`src/rtl/mult_fp_arb_pkg.sv`:
```
// Shared types and the round-robin pick helper for the FP32 multiplier arbiter.
// Pure combinational helpers: no latency, no backpressure of their own.
package mult_fp_arb_pkg;
    localparam int FP32_W   = 32;
    localparam int MAX_REQ  = 8;
    localparam int MAX_ID_W = 3;

    typedef struct packed {
        logic                vld;
        logic [MAX_ID_W-1:0] id;
    } tag_t;

    typedef struct packed {
        logic                found;
        logic [MAX_ID_W-1:0] idx;
    } pick_t;

    function automatic pick_t rr_pick(input logic [MAX_REQ-1:0]  vld,
                                      input logic [MAX_ID_W-1:0] ptr,
                                      input int                  n);
        pick_t res;
        int    cand;
        res = '0;
        // Walk from the farthest candidate back to ptr+1 so the nearest one wins.
        for (int k = MAX_REQ; k >= 1; k--) begin
            if (k <= n) begin
                cand = (int'(ptr) + k) % n;
                if (vld[cand[MAX_ID_W-1:0]]) begin
                    res.found = 1'b1;
                    res.idx   = cand[MAX_ID_W-1:0];
                end
            end
        end
        return res;
    endfunction
endpackage

```
`src/rtl/rr_arbiter.sv`:
```
// Round-robin arbiter: registered pointer, combinational grant searched from pointer+1.
// Grant is same-cycle; the pointer only moves when the owner reports an actual issue.
module rr_arbiter
    import mult_fp_arb_pkg::*;
#(
    parameter int N = 4
)(
    input  logic                i_clk,
    input  logic                i_rst,
    input  logic [N-1:0]        i_req,
    input  logic                i_update,
    output logic                o_gnt_vld,
    output logic [MAX_ID_W-1:0] o_gnt_idx
);
    logic [MAX_ID_W-1:0] r_ptr;
    logic [MAX_REQ-1:0]  w_req_ext;
    pick_t               w_pick;

    always_comb begin
        w_req_ext        = '0;
        w_req_ext[N-1:0] = i_req;
    end

    assign w_pick    = rr_pick(w_req_ext, r_ptr, N);
    assign o_gnt_vld = w_pick.found;
    assign o_gnt_idx = w_pick.idx;

    // Reset to the last index so requester 0 wins the first arbitration.
    always_ff @(posedge i_clk) begin
        if (i_rst) begin
            r_ptr <= MAX_ID_W'(N - 1);
        end else if (i_update) begin
            r_ptr <= o_gnt_idx;
        end
    end
endmodule

```
`src/rtl/mult_fp_arbiter.sv`:
```
// Shares one pipelined FP32 multiplier among NUM_REQ requesters with a tagged result port.
// Latency MULT_LAT enabled cycles; a stalled result freezes the tags and the multiplier enables.
module mult_fp_arbiter
    import mult_fp_arb_pkg::*;
#(
    parameter int NUM_REQ  = 4,
    parameter int MULT_LAT = 4,
    parameter int ID_W     = $clog2(NUM_REQ)
)(
    input  logic                      clk,
    input  logic                      rst,
    input  logic [NUM_REQ-1:0]        req_valid,
    output logic [NUM_REQ-1:0]        req_ready,
    input  logic [NUM_REQ*FP32_W-1:0] req_a,
    input  logic [NUM_REQ*FP32_W-1:0] req_b,
    output logic                      res_valid,
    input  logic                      res_ready,
    output logic [FP32_W-1:0]         res_data,
    output logic [ID_W-1:0]           res_id,
    output logic                      busy,
    output logic [FP32_W-1:0]         mult_a,
    output logic [FP32_W-1:0]         mult_b,
    output logic [2:0]                mult_ena,
    output logic                      mult_clr,
    input  logic [FP32_W-1:0]         mult_result
);
    tag_t                r_tag [MULT_LAT];
    logic                w_stall;
    logic                w_issue;
    logic                w_gnt_vld;
    logic [MAX_ID_W-1:0] w_gnt_idx;
    logic                w_busy;
    logic [FP32_W-1:0]   w_mult_a;
    logic [FP32_W-1:0]   w_mult_b;

    rr_arbiter #(.N(NUM_REQ)) u_rr_arbiter (
        .i_clk     (clk),
        .i_rst     (rst),
        .i_req     (req_valid),
        .i_update  (w_issue),
        .o_gnt_vld (w_gnt_vld),
        .o_gnt_idx (w_gnt_idx)
    );

    assign w_stall = res_valid & ~res_ready;
    // Ready is withheld during reset so no pair is accepted into a pipeline being flushed.
    assign w_issue   = w_gnt_vld & ~w_stall & ~rst;
    assign req_ready = w_issue ? (NUM_REQ'(1) << w_gnt_idx) : '0;

    always_comb begin
        w_mult_a = '0;
        w_mult_b = '0;
        for (int i = 0; i < NUM_REQ; i++) begin
            if (w_gnt_idx == MAX_ID_W'(i)) begin
                w_mult_a = req_a[i*FP32_W +: FP32_W];
                w_mult_b = req_b[i*FP32_W +: FP32_W];
            end
        end
    end

    assign mult_a = w_mult_a;
    assign mult_b = w_mult_b;

    always_ff @(posedge clk) begin
        if (rst) begin
            for (int k = 0; k < MULT_LAT; k++) begin
                r_tag[k] <= '0;
            end
        end else if (!w_stall) begin
            r_tag[0] <= tag_t'{vld: w_issue, id: w_gnt_idx};
            for (int k = 1; k < MULT_LAT; k++) begin
                r_tag[k] <= r_tag[k-1];
            end
        end
    end

    always_comb begin
        w_busy = 1'b0;
        for (int k = 0; k < MULT_LAT; k++) begin
            w_busy = w_busy | r_tag[k].vld;
        end
    end

    assign busy      = w_busy;
    assign res_valid = r_tag[MULT_LAT-1].vld;
    assign res_id    = ID_W'(r_tag[MULT_LAT-1].id);
    assign res_data  = mult_result;
    // Enables stay high while clearing so the multiplier flush is not masked by a stale stall.
    assign mult_ena  = (w_stall && !rst) ? 3'b000 : 3'b111;
    assign mult_clr  = rst;
endmodule

```
`config.mk`:
```
export PLATFORM = sky130hd
export DESIGN_NAME = mult_fp_arbiter
export DESIGN_NICKNAME = d
export VERILOG_FILES = /design/src/rtl/mult_fp_arb_pkg.sv /design/src/rtl/rr_arbiter.sv /design/src/rtl/mult_fp_arbiter.sv
export SDC_FILE = /design/constraint.sdc
export NUM_CORES = 1
export LEC_CHECK = 0
export CAP_MARGIN = 40
export CORE_AREA = 2 2 155 157
export CTS_CLUSTER_DIAMETER = 150
export CTS_CLUSTER_SIZE = 12
export DETAILED_ROUTE_END_ITERATION = 10
export DIE_AREA = 0 0 157 159
export GPL_TIMING_DRIVEN = 0
export PLACE_DENSITY = 0.6
export SLEW_MARGIN = 20
export SYNTH_ARGS = -nofsm -noshare
export SYNTH_HDL_FRONTEND = slang
export SYNTH_SLANG_ARGS = --single-unit
```
`constraint.sdc`:
```
create_clock -name clk -period 3.4 [get_ports clk]
set_clock_uncertainty 0.2 [all_clocks]
set_input_delay 0.34 -clock clk [delete_from_list [all_inputs] [get_ports clk]]
set_output_delay 0.34 -clock clk [all_outputs]
set_load 0.05 [all_outputs]
```
; ---- Word level (Yosys, flattened, before mapping)
; Memories as Yosys holds them, arrays and structs flattened.
; Cells that the tools add are included.
[classes]
n_addsub = 4
multipliers = 0
div = 0
n_lt_le_gt_ge = 4
eq_ne = 3
shift = 1
n_mux = 31
n_bitwise = 17
reduce_logical = 7
[op_table]
columns = cell, n
row1 = $mux W32, 8
row2 = $mux W4, 9
row3 = $lt A3 B4 Y1 const B, 4
row4 = $bmux W1 S3, 4
row5 = $mux W1, 9
row6 = $reduce_or A2 Y1, 4
row7 = $or A1 B1 Y1, 7
row8 = $eq A3 B2 Y1 const B, 2
row9 = $add A2 B1 Y2 const B, 2
row10 = $add A2 B2 Y2 const B, 2
row11 = $and A1 B1 Y1 const A, 4
row12 = $shl A1 B3 Y4 const A, 1
row13 = $and A1 B1 Y1, 3
row14 = $eq A3 B1 Y1 const B, 1
row15 = $logic_not A3 Y1, 1
row16 = $mux W3, 1
row17 = $not A1 Y1, 3
row18 = $logic_and A1 B1 Y1, 1
row19 = $logic_not A1 Y1, 1
[word_totals]
ff_bits = 2
latch_bits = 0
ram_bits = 16
rom_bits = 0
inputBits = 295
output_inout_bits = 108
wordCells = 69
n_memories = 1
[memory_table]
columns = memory, words, word_bits, rd, rd_clocked_by_memory_dff, wr, line
row1 = r_tag, 4, 4, 4, 0, 4, mult_fp_arbiter.sv:27  ; tag_t r_tag [MULT_LAT];

; ---- Longest topological paths before layout
[depth]
ltp_word = 14
depth_mapped = 8
mapped_depth_nobuf = 4

; ---- Modules after synthesis
; A second synthesis with hierarchy kept.
[hier_totals]
hier_cells = 324
hier_area_um2 = 2976.6
[by_module_without_submodules]
columns = module, n_inst, cells_each, area_per_inst_um2, seq_area_each_um2
row1 = mult_fp_arbiter, 1, 299, 2778.9, 360.3
row2 = rr_arbiter, 1, 25, 197.7, 40.0

; ---- Worst setup path after synthesis
; OpenSTA, ideal clock, no wires.
[synth_path]
path_kind = input-to-output
from = in req_valid[1]
to = out req_ready[1]
t_arrival_ps = 2225
slack_ps = 635
path_stages = 6
n_path_buf = 2
path_cell_list = nor2b_1 > a21oi_1 > o221a_2 > buf_2 > buf_2 > nor3_1
[synth_between]
elab_chain_len = 9
word_cells_on_any_way = 16
[synth_rtl]
columns = element, line
row1 = "start, declared", mult_fp_arbiter.sv:12  ; input logic [NUM_REQ-1:0] req_valid,
row2 = $bmux W1 S3, mult_fp_arb_pkg.sv:28  ; if (vld[cand[MAX_ID_W-1:0]]) begin
row3 = $mux W1 (not written as such), mult_fp_arb_pkg.sv:28
row4 = $mux W4 (3 in series), mult_fp_arb_pkg.sv:28
row5 = $mux W4 (*), mult_fp_arb_pkg.sv:28
row6 = $and A1 B1 Y1 (2 in series), mult_fp_arbiter.sv:47  ; assign w_issue = w_gnt_vld & ~w_stall & ~rst;
row7 = $mux W4 (*), mult_fp_arbiter.sv:48  ; assign req_ready = w_issue ? (NUM_REQ'(1) << w_gnt_idx) : '0;
row8 = "end, declared", mult_fp_arbiter.sv:13  ; output logic [NUM_REQ-1:0] req_ready,
; Every way passes the cells marked *; elsewhere a longest branch is shown, timed or not. The select of a mux whose other input is x is not followed.

; ---- Final worst setup path
[layout_path]
from = in req_valid[1]
to = out mult_b[13]
[layout_between]
elab_chain_len = 11
word_cells_on_any_way = 20
[layout_rtl]
columns = element, line
row1 = $bmux W1 S3, mult_fp_arb_pkg.sv:28
row2 = $mux W1 (not written as such), mult_fp_arb_pkg.sv:28
row3 = $mux W4 (3 in series), mult_fp_arb_pkg.sv:28
row4 = $mux W4 (*), mult_fp_arb_pkg.sv:28
row5 = $logic_not A3 Y1, mult_fp_arbiter.sv:54  ; if (w_gnt_idx == MAX_ID_W'(i)) begin
row6 = $mux W32 (3 in series), mult_fp_arbiter.sv:54
row7 = $mux W32 (*), mult_fp_arbiter.sv:54
row8 = "end, declared", mult_fp_arbiter.sv:22  ; output logic [FP32_W-1:0] mult_b,
; Marks and branches as above.

==> flow_metrics.py <==
metrics = {
    "final_layout": {
        "final_cell_mix": "sky130_fd_sc_hd__clkdlybuf4s50_1 (302), sky130_fd_sc_hd__mux2i_1 (193), sky130_fd_sc_hd__dlygate4sd2_1 (67), sky130_fd_sc_hd__buf_4 (42), sky130_fd_sc_hd__edfxtp_1 (12)",
        "drive_above_1_share_pct": 9.44,
        "final_cells": 997,
        "area_growth_syn_to_layout_pct": 131,
        "finish.net_count": 974,
        "final_common_cell": "sky130_fd_sc_hd__clkdlybuf4s50_1",
        "final_design_area_no_fill_um2": 7250,
        "finish.utilization_pct": 31.3,
        "diodes": 0,
    },
    "timing": {
        "timing.final.max_slew_violations": 0,
        "timing.setup.tns_ns": 0,
        "slew-limit-headroom_pct": 53.4,
        "fin_crit_ns": 3.24,
        "grt_setup_unrepaired": "false",
        "fin_crit_sh_pct": 95.3,
        "final.hold.worst_slack_ns": 0.319,
        "final-hold-violation-count": 0,
        "timing_worst_slew_pin_value_ns": 0.697,
        "fin_ws_ns": 0.160,
        "max_freq_ghz": 0.309,
        "setup_viol": 0,
    },
    "cts": {
        "cts.sink_count": 14,
        "clock_latency_ns": 0.25,
        "tritoncts_clock_tree": "built",
        "cts_buffers": 3,
        "h_tree_lvls": 1,
        "cts_buffer_depth": 2,
        "post-cts-setup-buffers": 0,
        "clock_tree.root_cell": "sky130_fd_sc_hd__clkbuf_16",
        "cts.clk_slew.worst_paths_ns": 0.04,
        "cts_hold_buf": 0,
    },
    "place": {
        "gp_congestion": 0.776,
        "hpwlAfterDp_mm": 12.7,
        "preCtsSetupSlack_ns": -0.188,
        "placedInstanceArea_um2": 7240,
        "io_buffers": 370,
        "numPlacedInstances": 993,
    },
    "routing": {
        "totalWireLength_mm": 14.6,
        "detailroute.wirelength.met2_mm": 7.74,
        "routedLengthMet1_mm": 5.44,
        "postRouteAntennaNets": 0,
        "dr_total_vias": 3707,
        "routed-wl-met3_mm": 1.41,
        "drt-initial-drc-count": 75,
        "highest_layer": "met4",
        "avgRoutedWirePerCell_um": 14.7,
        "number_of_remaining_drc_errors": 0,
        "detail_route.vias_per_cell": 3.72,
        "first_pass_iters": 4,
    },
    "synthesis": {
        "synth.net_count": 599,
        "ys_dominant_reg_cell": "sky130_fd_sc_hd__edfxtp_1",
        "yosysWarnings": 0,
        "syn_area_um2": 3140,
        "synth_cell_type_count": 28,
        "synth_seq_area_share_pct": 12.7,
        "synth.ff_latch_count": 14,
        "avgSynthCellArea_um2": 10.3,
        "synth_enable_flop_cells": 12,
        "netlist_instances": 304,
        "ys_async_sr_fraction_pct": 0,
    },
    "grt": {
        "grt_pass1_vias": 3864,
        "number_of_antenna_violations_at_the_first_check_in_global_routing": 0,
        "grt-ovfl-total": 0,
        "grt_pass1_wl_mm": 21.1,
        "grt_max_degree": 16,
        "globalRouteTotalUtil_pct": 10.7,
    },
    "die": {
        "row_count": 56,
        "dieWidth_um": 157,
        "dieArea_um2": 25000,
        "top_level_ports": 403,
        "die_y_um": 159,
        "placeableCoreArea_um2": 23200,
        "floorplan.initialDensity_pct": 13.5,
    },
    "power_and_ir_drop": {
        "finalPower_mw": 2.51,
        "seqPwrFrac_pct": 8.3,
        "power.internal_mw": 1.25,
        "p_comb_share_pct": 81.9,
        "power_frac_clock_pct": 9.8,
        "swShare_pct": 50.2,
        "power.leakage_nw": 3.29,
        "vdd_ir_drop_max_mv": 0.148,
        "power.density_cell_area_nw_per_um2": 347,
        "netsw_mw": 1.26,
    },
    "critical_path": {
        "timing.setup.critical_path_class": "input port to output pin",
        "worst_setup_path_start_kind": "input port",
        "worstReg2RegStart": "u_rr_arbiter.r_ptr[1]",
        "crit_chain": "clkdlybuf4s50_1, nor2b_1, a21oi_1, o221a_2, buf_2, buf_4, mux2i_1, dlygate4sd2_1",
        "critPathTopFamily": "buffers and inverters",
        "r2r_cells": 7,
        "crit_path_max_incr_delay_ns": 0.58,
        "crit_slowest_cell": "sky130_fd_sc_hd__dlygate4sd2_1",
        "cp.depth": 8,
        "worst-endpoint-arrival_ns": 2.70,
        "crit_path_start": "req_valid[1]",
        "crit_end_category": "output pin",
        "worst_r2r_endpoint": "r_tag[0][0]",
        "critical_path.endpoint": "mult_b[13]",
        "worst-endpoint-required_ns": 2.86,
        "critPathBufInv": 4,
        "path_max_fanout": 10,
        "ff2ff_setup_slack_ns": 1.46,
    },
    "flow_run": {
        "cap_viol_max_count": 0,
    },
    "hold_path": {
        "path_class_of_the_lowest_slack_min_delay_path": "flop to flop",
    },
    "run_status": {
        "outcome": "finished clean",
    },
}
## power groups by stage
stage	Sequential, mW	Clock [mW]	Combinational [mW]
floorplan	0.217	0	1.38
global placement	0.212	0	2.21
detailed placement	0.212	0	2.21
CTS	0.209	0.253	2.09
global route	0.211	0.261	2.17
finish	0.209	0.247	2.06
## state kept, by name, indices dropped and copies added, names as in the netlist
name / flops
u_rr_arbiter.r_ptr: 2
r_tag: 12
## layer usage
| metal | global-route usage [%] | up-vias |
|---|---|---|
| li1 | - | 1830 |
| met4 | 1.33 | 0 |
| met2 | 21.3 | 221 |
| met3 | 2.34 | 6 |
| met1 | 11.6 | 1650 |
| met5 | 0 | - |
## worst register-to-register path, delay by kind of cell (launching register included)
kind | cells | cell delay [ns]
AND/OR/NAND/NOR | 2 | 0.14
buffers and inverters | 3 | 0.70
AO/OA/AOI/OAI | 2 | 0.33
flip-flops | 1 | 0.32
## final cells by class
class | count | area [um^2]
multi-input combinational | 228 | 2140
inverter | 2 | 7.51
clock buffer | 4 | 88.8
timing repair buffer | 370 | 3620
tap | 319 | 399
sequential | 14 | 400
fill | 2465 | 15900
buffer | 60 | 598
## cell families after synthesis
logic type	Yosys count	share of synthesized area [%]
AO/OA/AOI/OAI	9	1.87
buffers and inverters	62	19.3
flip-flops	14	12.7
multiplexers	193	61.5
AND/OR/NAND/NOR	26	4.62
## how the worst min path moves through the flow
stage | startpoint | endpoint | slack [ns] | cells after the start
2_1_floorplan | rst | u_rr_arbiter.r_ptr[0] | 0.28 | 2
5_1_grt | r_tag[1][0] | r_tag[2][0] | 0.34 | 1
3_3_place_gp | r_tag[1][0] | r_tag[2][0] | 0.31 | 1
6_report | r_tag[0][1] | r_tag[1][1] | 0.32 | 1
3_5_place_dp | r_tag[2][1] | r_tag[3][1] | 0.31 | 1
4_1_cts | r_tag[0][1] | r_tag[1][1] | 0.32 | 1
## cells in the mapped netlist, types with 3 or more instances
cell	instances	share of area, %
sky130_fd_sc_hd__mux2i_1	193	61
sky130_fd_sc_hd__buf_4	42	10
sky130_fd_sc_hd__edfxtp_1	12	11
sky130_fd_sc_hd__and2_1	9	1.8
sky130_fd_sc_hd__buf_12	8	5.1
sky130_fd_sc_hd__nor2_1	6	0.72
sky130_fd_sc_hd__bufbuf_8	4	2.4
sky130_fd_sc_hd__a21oi_1	3	0.48
sky130_fd_sc_hd__nand2_1	3	0.36
## what timing repair did
| action | in CTS | in global routing |
|---|---|---|
| resized for setup | 67 | 1 |
| gates cloned | 0 | 0 |
| endpoints found under the setup margin | 67 | 1 |
No activity file was read; power rests on OpenSTA's default activity.
